`config.mk`:
```
export PLATFORM = sky130hd
export DESIGN_NAME = addr_initiator
export DESIGN_NICKNAME = d
export VERILOG_FILES = /design/src/rtl/addr_initiator.sv
export SDC_FILE = /design/constraint.sdc
export NUM_CORES = 1
export LEC_CHECK = 0
export CAP_MARGIN = 20
export CORE_ASPECT_RATIO = 2
export CORE_MARGIN = 2
export CORE_UTILIZATION = 38
export CTS_CLUSTER_DIAMETER = 120
export DETAILED_ROUTE_END_ITERATION = 8
export PLACE_DENSITY = 0.86
export SLEW_MARGIN = 5
export SYNTH_ARGS = -nofsm -noshare
export SYNTH_HDL_FRONTEND = slang
export SYNTH_SLANG_ARGS = --single-unit
```
`constraint.sdc`:
```
create_clock -name clk -period 1.57 [get_ports clk]
set_input_delay 0.314 -clock clk [delete_from_list [all_inputs] [get_ports clk]]
set_output_delay 0.314 -clock clk [all_outputs]
set_load 0.005 [all_outputs]
```
`src/rtl/addr_initiator.sv`:
```
// addr_initiator: single-outstanding command initiator for an addressed
// responder bus. Each command is broadcast for one SETUP cycle, then the
// matching strobe is held through ACCESS until the responder pulses done.
// The result is held in RESP until the consumer takes it.
// Optional feature: define ADDR_INITIATOR_TIMEOUT_EN to compile in an ACCESS
// watchdog that aborts with rsp_error after TIMEOUT_CYCLES cycles without done.
//
//  state    | meaning
//  ---------+--------------------------------------------------------
//  S_IDLE   | waiting for a command, cmd_ready high
//  S_SETUP  | address/data driven, strobes low (one cycle)
//  S_ACCESS | one strobe held high until done (or watchdog expiry)
//  S_RESP   | rsp_valid high until rsp_ready handshake
module addr_initiator #(
  parameter int ADDR_WIDTH     = 4,
  parameter int DATA_WIDTH     = 8,
  parameter int TIMEOUT_CYCLES = 15
) (
  input  logic                  clk,
  input  logic                  reset,
  input  logic                  cmd_valid,
  output logic                  cmd_ready,
  input  logic                  cmd_write,
  input  logic [ADDR_WIDTH-1:0] cmd_address,
  input  logic [DATA_WIDTH-1:0] cmd_wdata,
  output logic [ADDR_WIDTH-1:0] active_address,
  output logic                  read_enable,
  output logic                  write_enable,
  output logic [DATA_WIDTH-1:0] write_data,
  input  logic [DATA_WIDTH-1:0] read_data,
  input  logic                  done,
  output logic                  rsp_valid,
  input  logic                  rsp_ready,
  output logic [DATA_WIDTH-1:0] rsp_rdata,
  output logic                  rsp_error
);

  typedef enum logic [1:0] {
    S_IDLE   = 2'd0,
    S_SETUP  = 2'd1,
    S_ACCESS = 2'd2,
    S_RESP   = 2'd3
  } state_t;

  state_t                state_q;
  logic                  cmd_ready_q;
  logic                  write_q;
  logic [ADDR_WIDTH-1:0] addr_q;
  logic [DATA_WIDTH-1:0] wdata_q;
  logic                  rd_en_q;
  logic                  wr_en_q;
  logic                  rsp_valid_q;
  logic [DATA_WIDTH-1:0] rdata_q;

`ifdef ADDR_INITIATOR_TIMEOUT_EN
  // Down-counter loaded on ACCESS entry; terminal count 0 marks the last
  // allowed ACCESS cycle.
  localparam logic [7:0] TMO_LOAD = 8'(TIMEOUT_CYCLES - 1);
  logic [7:0] tmo_q;
  logic [7:0] tmo_d;
  logic       error_q;

  // Decremented watchdog value for the next ACCESS cycle.
  assign tmo_d = tmo_q - 8'd1;
`endif

  // Transaction sequencer with all bus and response outputs registered.
  always_ff @(posedge clk or posedge reset) begin
    if (reset) begin
      state_q     <= S_IDLE;
      cmd_ready_q <= 1'b0;
      write_q     <= 1'b0;
      addr_q      <= '0;
      wdata_q     <= '0;
      rd_en_q     <= 1'b0;
      wr_en_q     <= 1'b0;
      rsp_valid_q <= 1'b0;
      rdata_q     <= '0;
`ifdef ADDR_INITIATOR_TIMEOUT_EN
      tmo_q       <= '0;
      error_q     <= 1'b0;
`endif
    end else begin
      case (state_q)
        S_IDLE: begin
          cmd_ready_q <= 1'b1;
          if (cmd_valid && cmd_ready_q) begin
            write_q     <= cmd_write;
            addr_q      <= cmd_address;
            wdata_q     <= cmd_wdata;
            cmd_ready_q <= 1'b0;
            state_q     <= S_SETUP;
          end
        end
        S_SETUP: begin
          rd_en_q <= ~write_q;
          wr_en_q <= write_q;
`ifdef ADDR_INITIATOR_TIMEOUT_EN
          tmo_q   <= TMO_LOAD;
`endif
          state_q <= S_ACCESS;
        end
        S_ACCESS: begin
          // done has priority over a simultaneous watchdog expiry.
          if (done) begin
            rdata_q     <= write_q ? '0 : read_data;
            rd_en_q     <= 1'b0;
            wr_en_q     <= 1'b0;
            rsp_valid_q <= 1'b1;
`ifdef ADDR_INITIATOR_TIMEOUT_EN
            error_q     <= 1'b0;
`endif
            state_q     <= S_RESP;
          end
`ifdef ADDR_INITIATOR_TIMEOUT_EN
          else if (tmo_q == 8'd0) begin
            rdata_q     <= '0;
            rd_en_q     <= 1'b0;
            wr_en_q     <= 1'b0;
            rsp_valid_q <= 1'b1;
            error_q     <= 1'b1;
            state_q     <= S_RESP;
          end else begin
            tmo_q <= tmo_d;
          end
`endif
        end
        S_RESP: begin
          if (rsp_ready) begin
            rsp_valid_q <= 1'b0;
            cmd_ready_q <= 1'b1;
            state_q     <= S_IDLE;
          end
        end
        default: state_q <= S_IDLE;
      endcase
    end
  end

  assign cmd_ready      = cmd_ready_q;
  assign active_address = addr_q;
  assign write_data     = wdata_q;
  assign read_enable    = rd_en_q;
  assign write_enable   = wr_en_q;
  assign rsp_valid      = rsp_valid_q;
  assign rsp_rdata      = rdata_q;
`ifdef ADDR_INITIATOR_TIMEOUT_EN
  assign rsp_error      = error_q;
`else
  assign rsp_error      = 1'b0;
`endif

endmodule

```
==> impl_metrics.ini, run 1 <==
[setup_path]
endpoint = state_q[1]
end_kind = flop
critPathMaxFanout = 5
cp-startpoint = state_q[0]
crit_arrival_ns = 1.67
cp_slowest_stage_delay_ns = 0.45
regToRegEndpoint = state_q[1]
setup.worst_path.start_class = flop
path_cells = ha_1, nor2b_1, a211oi_4, mux2_4
cp_slowest_cell = dfrtp_2
required_ns = 1.74
reg2regPathDepth = 4
path_class = reg2reg
r2r-start = state_q[0]
reg2reg_slack_ns = 0.07

[timing]
hold_violations = 0
finalSetupViolCount = 0
period_minus_slack_ns = 1.50
rsz0062_at_grt = false
period_share = 0.955
whs_ns = 0.250
fmax_ghz = 0.667
finalClockSkew_ns = 0.00714
slew_violations = 0

[flow_run]
cap_violations = 0

[routing]
vias = 949
highest-signal-layer = met4
wirelength_um = 2810
drtIter0Drc = 9
route.met2.wl_um = 1580
drc = 0
dr.pass1.iters = 4
wl_met3_um = 119
wl_per_cell_um = 14.6
routed_via_density = 4.94
m1WireLength_um = 979
antenna_left = 0

[floorplanning]
io_pins = 51
start_util = 0.395
die-area_um2 = 3780
core-area_um2 = 3160
rows = 29
die_w_um = 44.5
die_y_um = 85.0

[power_and_ir_drop]
ir_worst_vdd_uv = 1240
finalPower_mw = 3.48
p_per_area_nw_per_um2 = 1830
p_leak_nw = 0.863

[synth]
yosys-top-cells-count = dfrtp_1 (27), nand2_1 (21), mux2_4 (11), o21ai_0 (11), ha_1 (5)
syn_nets = 134
synth_area_leaders = dfrtp_1 (54%), mux2_4 (13%), nand2_1 (6.3%), ha_1 (5.0%), o21ai_0 (4.4%)
synth.most_common_cell = dfrtp_1
synth_area_per_cell_um2 = 12.1
synth_largest_area_cell = dfrtp_1
ys.flop_type = dfrtp_1
synth-seq-cells = 27
synth_cells = 103
synth_top_area_frac = 0.542
seq_area_frac_synth = 0.542
ys_types = 25
synth_area_um2 = 1250
yosys_warnings = 0
synth_edf_count = 0
synthArstFlopShare = 1.00

[placed_design]
dpl_cell_area_um2 = 1820
dp.cells = 186
portBuffers = 49
gp_congestion = 0.813
dpl.hpwl_um = 2230

[layout]
nNetsFinal = 193
drive_gt1_frac = 0.217
diodes = 0
final_cells = 192
final_cell_area_um2 = 1900
syn_to_final_growth_pct = 52.4
num-fill-cells = 252

[grt]
grt_pass1_wl_um = 4690
grt_pass1_vias = 1040
grt_max_degree = 25
grtUsageTotal = 0.164
grt_antenna_before_repair = 0
grt_overflow = 0

[cts]
clock_latency_ns = 0.27
cts_max_level = 1
cts_max_path_buffers = 2
cts_hold_buffers = 0
tritoncts = done
cts_made_buffers = 3
cts_sinks = 27
cts.clk_slew.worst_paths_ns = 0.09
clockRootBuffer = clkbuf_8

[worst_hold_path]
hold_class = in2async

[run_status]
status = finished, final reports clean
## report_power, final
group	leakage (nW)	switching [mW]	total, mW	internal, mW
logic	0.513	0.648	1.83	1.18
registers	0.328	0.224	1.27	1.04
clock network	0.0217	0.210	0.390	0.180
## stage by stage
step	util	setup slack (ns)	setup TNS, ns
2_1_floorplan	-	0.0988	0
3_3_place_gp	0.577	-0.0442	-0.0442
3_5_place_dp	0.577	-0.0534	-0.0623
4_1_cts	0.593	0.0299	0
5_1_grt	0.602	0.0203	0
6_report	0.602	0.0700	0
## area by class of cell
class | count | area (µm²) | area share
Timing Repair Buffer | 57 | 576 | 0.303
Clock inverter | 1 | 7.51 | 0.00395
Inverter | 4 | 15.0 | 0.00790
Multi-Input combinational cell | 69 | 546 | 0.287
Tap cell | 31 | 38.8 | 0.0204
Clock buffer | 3 | 41.3 | 0.0217
Sequential cell | 27 | 677 | 0.356
## flip-flops by register name (all words and copies together), names as in the netlist
name,flops
write_q,1
read_enable,1
rsp_valid,1
rsp_rdata,8
write_data,8
cmd_ready,1
write_enable,1
active_address,4
state_q,2
## how the worst min path moves through the flow
| stage | from | to | slack [ns] | cells after the start |
|---|---|---|---|---|
| 5_1_grt | reset | write_data[7] | 0.26 | 2 |
| 6_report | reset | write_data[7] | 0.25 | 2 |
| 3_5_place_dp | rsp_rdata[7] | rsp_rdata[7] | 0.47 | 2 |
| 2_1_floorplan | reset | active_address[0] | 0.37 | 1 |
| 3_3_place_gp | rsp_rdata[4] | rsp_rdata[4] | 0.46 | 2 |
| 4_1_cts | reset | active_address[3] | 0.25 | 2 |
## worst max-delay path: cells and delay by family, from the launching register on
| family | cells | cell delay (ns) |
|---|---|---|
| adders and majority gates | 1 | 0.21 |
| AOI/OAI and AO/OA | 1 | 0.24 |
| muxes | 1 | 0.32 |
| and+or+nand+nor | 1 | 0.16 |
| DFF | 1 | 0.45 |
## timing repair
| action | CTS | global route |
|---|---|---|
| gates resized for setup | 0 | 4 |
| setup buffers | 0 | 2 |
| setup endpoints to repair | 0 | 23 |
## layout by cell type, fill, tap and decap left out, drive strengths merged, types with 2 or more instances in the layout
cell type,synthesis,final
a211oi,2,2
buf,3,8
clkbuf,0,3
clkdlybuf4s50,0,49
dfrtp,27,27
ha,5,5
inv,3,3
mux2,14,14
mux2i,3,3
nand2,21,21
nand3,2,2
nor2,3,3
nor2b,2,2
o21ai,11,11
## cells by family (layout without fill, tap and decap cells)
family / count (synthesis) / in the layout / share of synthesized area
simple gates: 30 / 30 / 0.110
flops: 27 / 27 / 0.542
mux: 17 / 17 / 0.184
compound gates: 16 / 16 / 0.0802
buf+inv: 7 / 65 / 0.0311
fa+ha+maj: 5 / 5 / 0.0502
other cells: 1 / 1 / 0.00301
## routing by layer
metal | track usage | vias to the layer above
li1 | - | 457
met1 | 0.182 | 446
met2 | 0.278 | 35
met3 | 0.0191 | 11
met4 | 0.105 | 0
met5 | 0 | -
(Power assumes the default switching activity.)
==> run 2: changes to the inputs <==
--- a/config.mk
+++ b/config.mk
@@ -7,2 +7,3 @@
 export LEC_CHECK = 0
+export ABC_AREA = 1
 export CAP_MARGIN = 20
@@ -13,3 +14,3 @@
 export DETAILED_ROUTE_END_ITERATION = 8
-export PLACE_DENSITY = 0.86
+export PLACE_DENSITY = 0.85
 export SLEW_MARGIN = 5
==> constraint.sdc (replaced) <==
create_clock -name clk -period 1.57 [get_ports clk]
set_input_delay 0.3925 -clock clk [delete_from_list [all_inputs] [get_ports clk]]
set_output_delay 0.3925 -clock clk [all_outputs]
set_load 0.005 [all_outputs]
==> impl_metrics.ini, run 2 <==
[worst_hold_path]
hold_class = in2async

[synth]
synth_top_area_frac = 0.529
synth_area_leaders = dfrtp_1 (53%), nand2_1 (14%), o21ai_2 (6.9%), inv_1 (6.2%), ha_1 (4.9%)
synthArstFlopShare = 1.00
yosys_warnings = 0
seq_area_frac_synth = 0.529
syn_nets = 171
yosys-top-cells-count = nand2_1 (47), dfrtp_1 (27), inv_1 (21)
synth_edf_count = 0
ys_types = 19
synth.most_common_cell = nand2_1
synth-seq-cells = 27
synth_cells = 140
synth_area_per_cell_um2 = 9.12
synth_largest_area_cell = dfrtp_1
synth_area_um2 = 1280
ys.flop_type = dfrtp_1

[timing]
finalWorstSetupSlack_ns = 0.0439
hold_violations = 0
period_minus_slack_ns = 1.53
period_share = 0.972
finalSetupViolCount = 0
finalClockSkew_ns = 0.00165
setup_tns_ns = 0
fmax_ghz = 0.655
slew_violations = 0

[cts]
cts_max_level = 1
cts_made_buffers = 3
clock_latency_ns = 0.26
tritoncts = done
cts_sinks = 27
cts_max_path_buffers = 2
cts_hold_buffers = 0
clockRootBuffer = clkbuf_8
cts.clk_slew.worst_paths_ns = 0.09

[setup_path]
crit_buf_inv = 1
path_cells = clkdlybuf4s50_1
cp_slowest_cell = clkdlybuf4s50_1
required_ns = 1.18
worst_path_dominant_cell_family = buffers and inverters
critPathMaxFanout = 2
end_kind = primary output
crit_arrival_ns = 1.13
path_class = reg2out
cp_slowest_stage_delay_ns = 0.51
setup.worst_path.start_class = flop

[grt]
grt_overflow = 0
grt_max_degree = 28
grt_pass1_vias = 1040
grtUsageTotal = 0.151
grt_pass1_wl_um = 4380
grt_antenna_before_repair = 0

[layout]
drive_gt1_frac = 0.122
syn_to_final_growth_pct = 48.3
mostFrequentLayoutCells = nand2_1 (47), clkdlybuf4s50_1 (41), dfrtp_1 (27)
postLayoutCoreUtil = 0.593
nNetsFinal = 228
diodes = 0
regArea_um2 = 676
num-fill-cells = 282
multi_input_area_um2 = 474
layout_commonest_cell = nand2_1

[run_status]
status = finished, final reports clean

[routing]
wl_met3_um = 81
route.met2.wl_um = 1470
highest-signal-layer = met4
routed_via_density = 4.63
dr.pass1.iters = 4
antenna_left = 0
drc = 0
drtIter0Drc = 20
m1WireLength_um = 1010
wl_per_cell_um = 11.5
vias = 1052
wirelength_um = 2600

[floorplanning]
core-area_um2 = 3190
io_pins = 51
die_y_um = 86.0
rows = 29
die-area_um2 = 3870
die_w_um = 45.0
start_util = 0.400

[power_and_ir_drop]
p_per_area_nw_per_um2 = 1690
p_seq_frac = 0.376
clkPwrFrac = 0.119
power_switching_mw = 1.11
p_leak_nw = 1.02
ir_worst_vdd_uv = 809
swShare = 0.346
internal-power_mw = 2.10
pwr-share-comb = 0.505
finalPower_mw = 3.21

[flow_run]
cap_violations = 0

[placed_design]
dpl.hpwl_um = 1970
portBuffers = 49
gp_congestion = 0.765
place_ws_ns = 0.0483
## run 2: cell types whose count changed in the layout (fill, tap and decap cells not counted), sizes merged, moves of 8 or more
cell / change
dlymetal6s2s: +8
o21ai: +11
inv: +19
clkdlybuf4s50: -8
nand2: +26
mux2: -14
## run 2: stage by stage
| step | cells | instance area [µm²] | hold slack, ns |
|---|---|---|---|
| floorplan | 140 | 1280 | 0.445 |
| global placement | 220 | 1800 | 0.466 |
| detailed placement | 220 | 1800 | 0.468 |
| CTS | 225 | 1860 | 0.481 |
| global route | 227 | 1890 | 0.508 |
| finish | 227 | 1890 | 0.469 |
## run 2: logic make-up (layout without fill, tap and decap cells)
group | Yosys count | count (layout) | synth area share
flip-flops | 27 | 27 | 0.529
other | 1 | 1 | 0.00294
buffers and inverters | 26 | 82 | 0.0990
AND/OR/NAND/NOR | 56 | 56 | 0.185
AO/OA/AOI/OAI | 25 | 25 | 0.134
adder cells (fa/ha/maj) | 5 | 5 | 0.0490
## run 2: layer usage
layer  global-route usage  vias up
met5                    0        -
met3               0.0232        2
met4               0.0722        0
li1                     -      547
met1                0.174      478
met2                0.260       25
## run 2: worst paths after layout
kind	slack [ns]	start	cells past startpoint	end
worst min-delay path	0.47	reset	3	rsp_valid
worst max-delay path	0.04	write_data[4]	1	write_data[4]
worst min register to register	0.49	write_data[1]	2	write_data[1]
worst max register to register	0.20	state_q[0]	6	active_address[0]
min in group clk	0.49	write_data[1]	2	write_data[1]
max in group asynchronous	0.85	reset	3	rsp_rdata[0]
## run 2: final cells by class
type                    instances  area share
flip-flops and latches         27       0.357
repair buffers                 56       0.304
clock buffers                   3      0.0218
multi-input cells              87       0.250
clock inverters                 1     0.00264
inverters                      22      0.0436
well taps                      31      0.0205
## run 2: power groups by stage
stage / clock [mW] / combinational, mW / sequential (mW)
6_report: 0.382 / 1.62 / 1.20
2_1_floorplan: 0 / 0.782 / 1.24
4_1_cts: 0.397 / 1.64 / 1.21
5_1_grt: 0.427 / 1.82 / 1.24
3_3_place_gp: 0 / 1.55 / 1.23
3_5_place_dp: 0 / 1.59 / 1.24
## run 2: repair_timing
| action | in CTS | in global routing |
|---|---|---|
| gates resized for setup | 0 | 8 |
| endpoints found under the setup margin | 1 | 10 |
| buffers inserted | 1 | 2 |
==> RTL change: new RTL, settings of run 1 <==
Re-encode `state_t` (4 states) as one-hot, 4 bits wide.
--- a/src/rtl/addr_initiator.sv
+++ b/src/rtl/addr_initiator.sv
@@ -35,11 +35,11 @@
   output logic                  rsp_error
 );
 
-  typedef enum logic [1:0] {
-    S_IDLE   = 2'd0,
-    S_SETUP  = 2'd1,
-    S_ACCESS = 2'd2,
-    S_RESP   = 2'd3
+  typedef enum logic [3:0] {
+    S_IDLE   = 4'b0001,
+    S_SETUP  = 4'b0010,
+    S_ACCESS = 4'b0100,
+    S_RESP   = 4'b1000
   } state_t;
 
   state_t                state_q;
Formal check against the unedited RTL: same outputs for any inputs over 10 cycles, from zero or initial values and one cycle with reset high; not proved beyond that.
==> RTL change against run 1 <==
  * Count of clock-buffer cells in the layout up 4
  * The run now ends with negative setup slack left
  * Total power grew 7.2%
  * Worst setup slack got worse by 81 ps
  * Largest power group unchanged
  * Highest routed layer unchanged
  * Sequential cell count increased by 2
  * Synthesized cell count is 3.9% lower
  * Final area grew 8.0%
  * Routed wire length rose by 14%
  * Area after synthesis up 4.6%
==> RTL change: results (changes against run 1) <==
- Share of layout cells above drive strength 1: 29.4% (+7.7 points)
- Failing checks: negative setup slack
- Largest net degree at the start of global routing: 30 (+20%)
- Hold_ws: 405 ps (+155 ps)
- Non-Filler Instances: 195 (+1.6%)
- Worst stage delay on the critical path: 540 ps (+90 ps)
- Fillcell total: 247 (-2.0%)
- Sequential share of the synthesized area: 55.7% (+1.5 points)
- GP Congestion: 0.701 (-14%)
- Reg2reg path depth: 5 (+1)
- Clock skew: 3.33 ps (-3.81 ps)
- Top delay family on crit path: flip-flops
- CP max stage cell: dfstp_2
- Synth cell types: 29 (+16%)
- Post-synth ARST share: 100% (unchanged)
- Final worst slack: -11.3 ps (-81.3 ps)
- WL final: 3.19 mm (+14%)
- Clk pin slew, worst setup/hold paths: 60 ps (-30 ps)
- Layout Nets: 188 (-2.6%)
- Diode count: 0 (unchanged)
- Most frequent cells after synthesis: dfrtp_1 (28), mux2_2 (14), nor2b_1 (8)
- DP HPWL: 2.34 mm (+5.0%)
- Top FF cell, synth: dfrtp_1
- Setup violators final: 5 (+5)
- Lkg Pwr: 0.910 nW (+5.4%)
- Pre-antenna DRT Iters: 4 (unchanged)
- First-pass GRT wire length: 4.95 mm (+5.7%)
- Worst vdd ir: 0.000996 V (-20%)
- GRT Util Overall: 17.7% (+1.3 points)
- H-tree depth: 2 (+1)
- Number of global-route vias before repair: 1100 (+5.8%)
- Placed Instances: 183 (-1.6%)
- Worst-path maximum fanout: 8 (+3)
- Run status: finished with violations
- Post-DR vias/cell: 5.17 (+4.7%)
- Hold Path Class: input port to async pin
- Post-Syn Nets: 125 (-6.7%)
- Max clock buf depth: 2 (unchanged)
- Capturing point of the worst reg2reg path: active_address[0]
- CTS Buf Count: 5 (+2)
- Worst flop-to-flop path startpoint: state_q[0]
- Area contributors post-synth: dfrtp_1 (54%), mux2_2 (12%), mux2_4 (8.1%)
- Number of DRC markers in iteration 0: 36 (+27)
- Later-pin clock latency in the skew report: between 200 and 300 ps
- Mapped Cells: 99 (-3.9%)
==> RTL change: changes by cell type in the layout (fill, tap and decap cells not counted), moves of 3 or more <==
cell,before,now
a311oi_1,0,3
a21oi_1,1,4
ha_1,4,0
mux2i_1,3,0
buf_4,6,10
clkbuf_8,3,6
mux2_2,3,13
nor2b_1,1,8
mux2_4,11,8
o21ai_0,11,2
nand2_1,20,0
==> RTL change: worst max path at each step <==
stage                        endpoint  depth (start not counted)  startpoint
floorplan               write_data[0]                          4  state_q[0]
global placement        write_data[7]                          5   cmd_valid
detailed placement  active_address[1]                          5   cmd_valid
CTS                 active_address[1]                          4  state_q[0]
global route        active_address[0]                          5  state_q[0]
finish              active_address[0]                          5  state_q[0]
==> RTL change: power by group <==
part	internal [mW]	switching [mW]	leakage, nW
clock	0.517	0.285	0.0585
combinational	1.10	0.542	0.486
sequential	1.06	0.226	0.366
==> RTL change: per-layer routing <==
layer / track usage [%] / wire length (um) / share of wire [%] / vias up
met1: 18.5 / 1130 / 36 / 505
met2: 30.0 / 1870 / 58 / 29
met3: 5.39 / 121 / 3.8 / 7
met5: 0 / 0 / 0 / -
met4: 9.36 / 68 / 2.1 / 0
li1: - / - / - / 468
==> RTL change: worst reg2reg max path: cells and delay by family (launching register included) <==
| kind | cells | cell delay, ps |
|---|---|---|
| flip-flops | 1 | 540 |
| buffers and inverters | 3 | 370 |
| multiplexers | 1 | 330 |
| AND/OR/NAND/NOR | 1 | 240 |
==> RTL change: stage by stage <==
stage	util, %	setup WS (ps)	area (um2)	TNS [ps]
finish	61.5	-11.3	2050	-28.0
global route	61.5	-77.3	2050	-760
CTS	59.7	1.44	1990	0
detailed placement	56.1	-335	1880	-4360
global placement	56.1	-260	1880	-3280
floorplan	-	-109	1310	-763
==> RTL change: layout make-up <==
cell class / instances / share of cell area [%]
Inverter: 5 / 0.914
Timing Repair Buffer: 61 / 29.7
Clock inverter: 1 / 1.46
Tap cell: 32 / 1.95
Multi-Input combinational cell: 60 / 26.4
Clock buffer: 7 / 4.20
Sequential cell: 29 / 35.4
==> RTL change: timing repair <==
action | CTS | global route
gates cloned | 0 | 1
setup buffers | 0 | 3
gates resized for setup | 2 | 2
endpoints found under the setup margin | 6 | 22
pin swaps | 0 | 0
==> RTL change: logic make-up (layout without fill, tap and decap cells) <==
logic type / after synthesis / in the layout / share of synthesized area, %
other: 1 / 1 / 0.287
buffers and inverters: 10 / 74 / 3.93
multiplexers: 21 / 21 / 20.1
AND/OR/NAND/NOR: 25 / 25 / 13.4
AO/OA/AOI/OAI: 13 / 13 / 6.52
flip-flops: 29 / 29 / 55.7
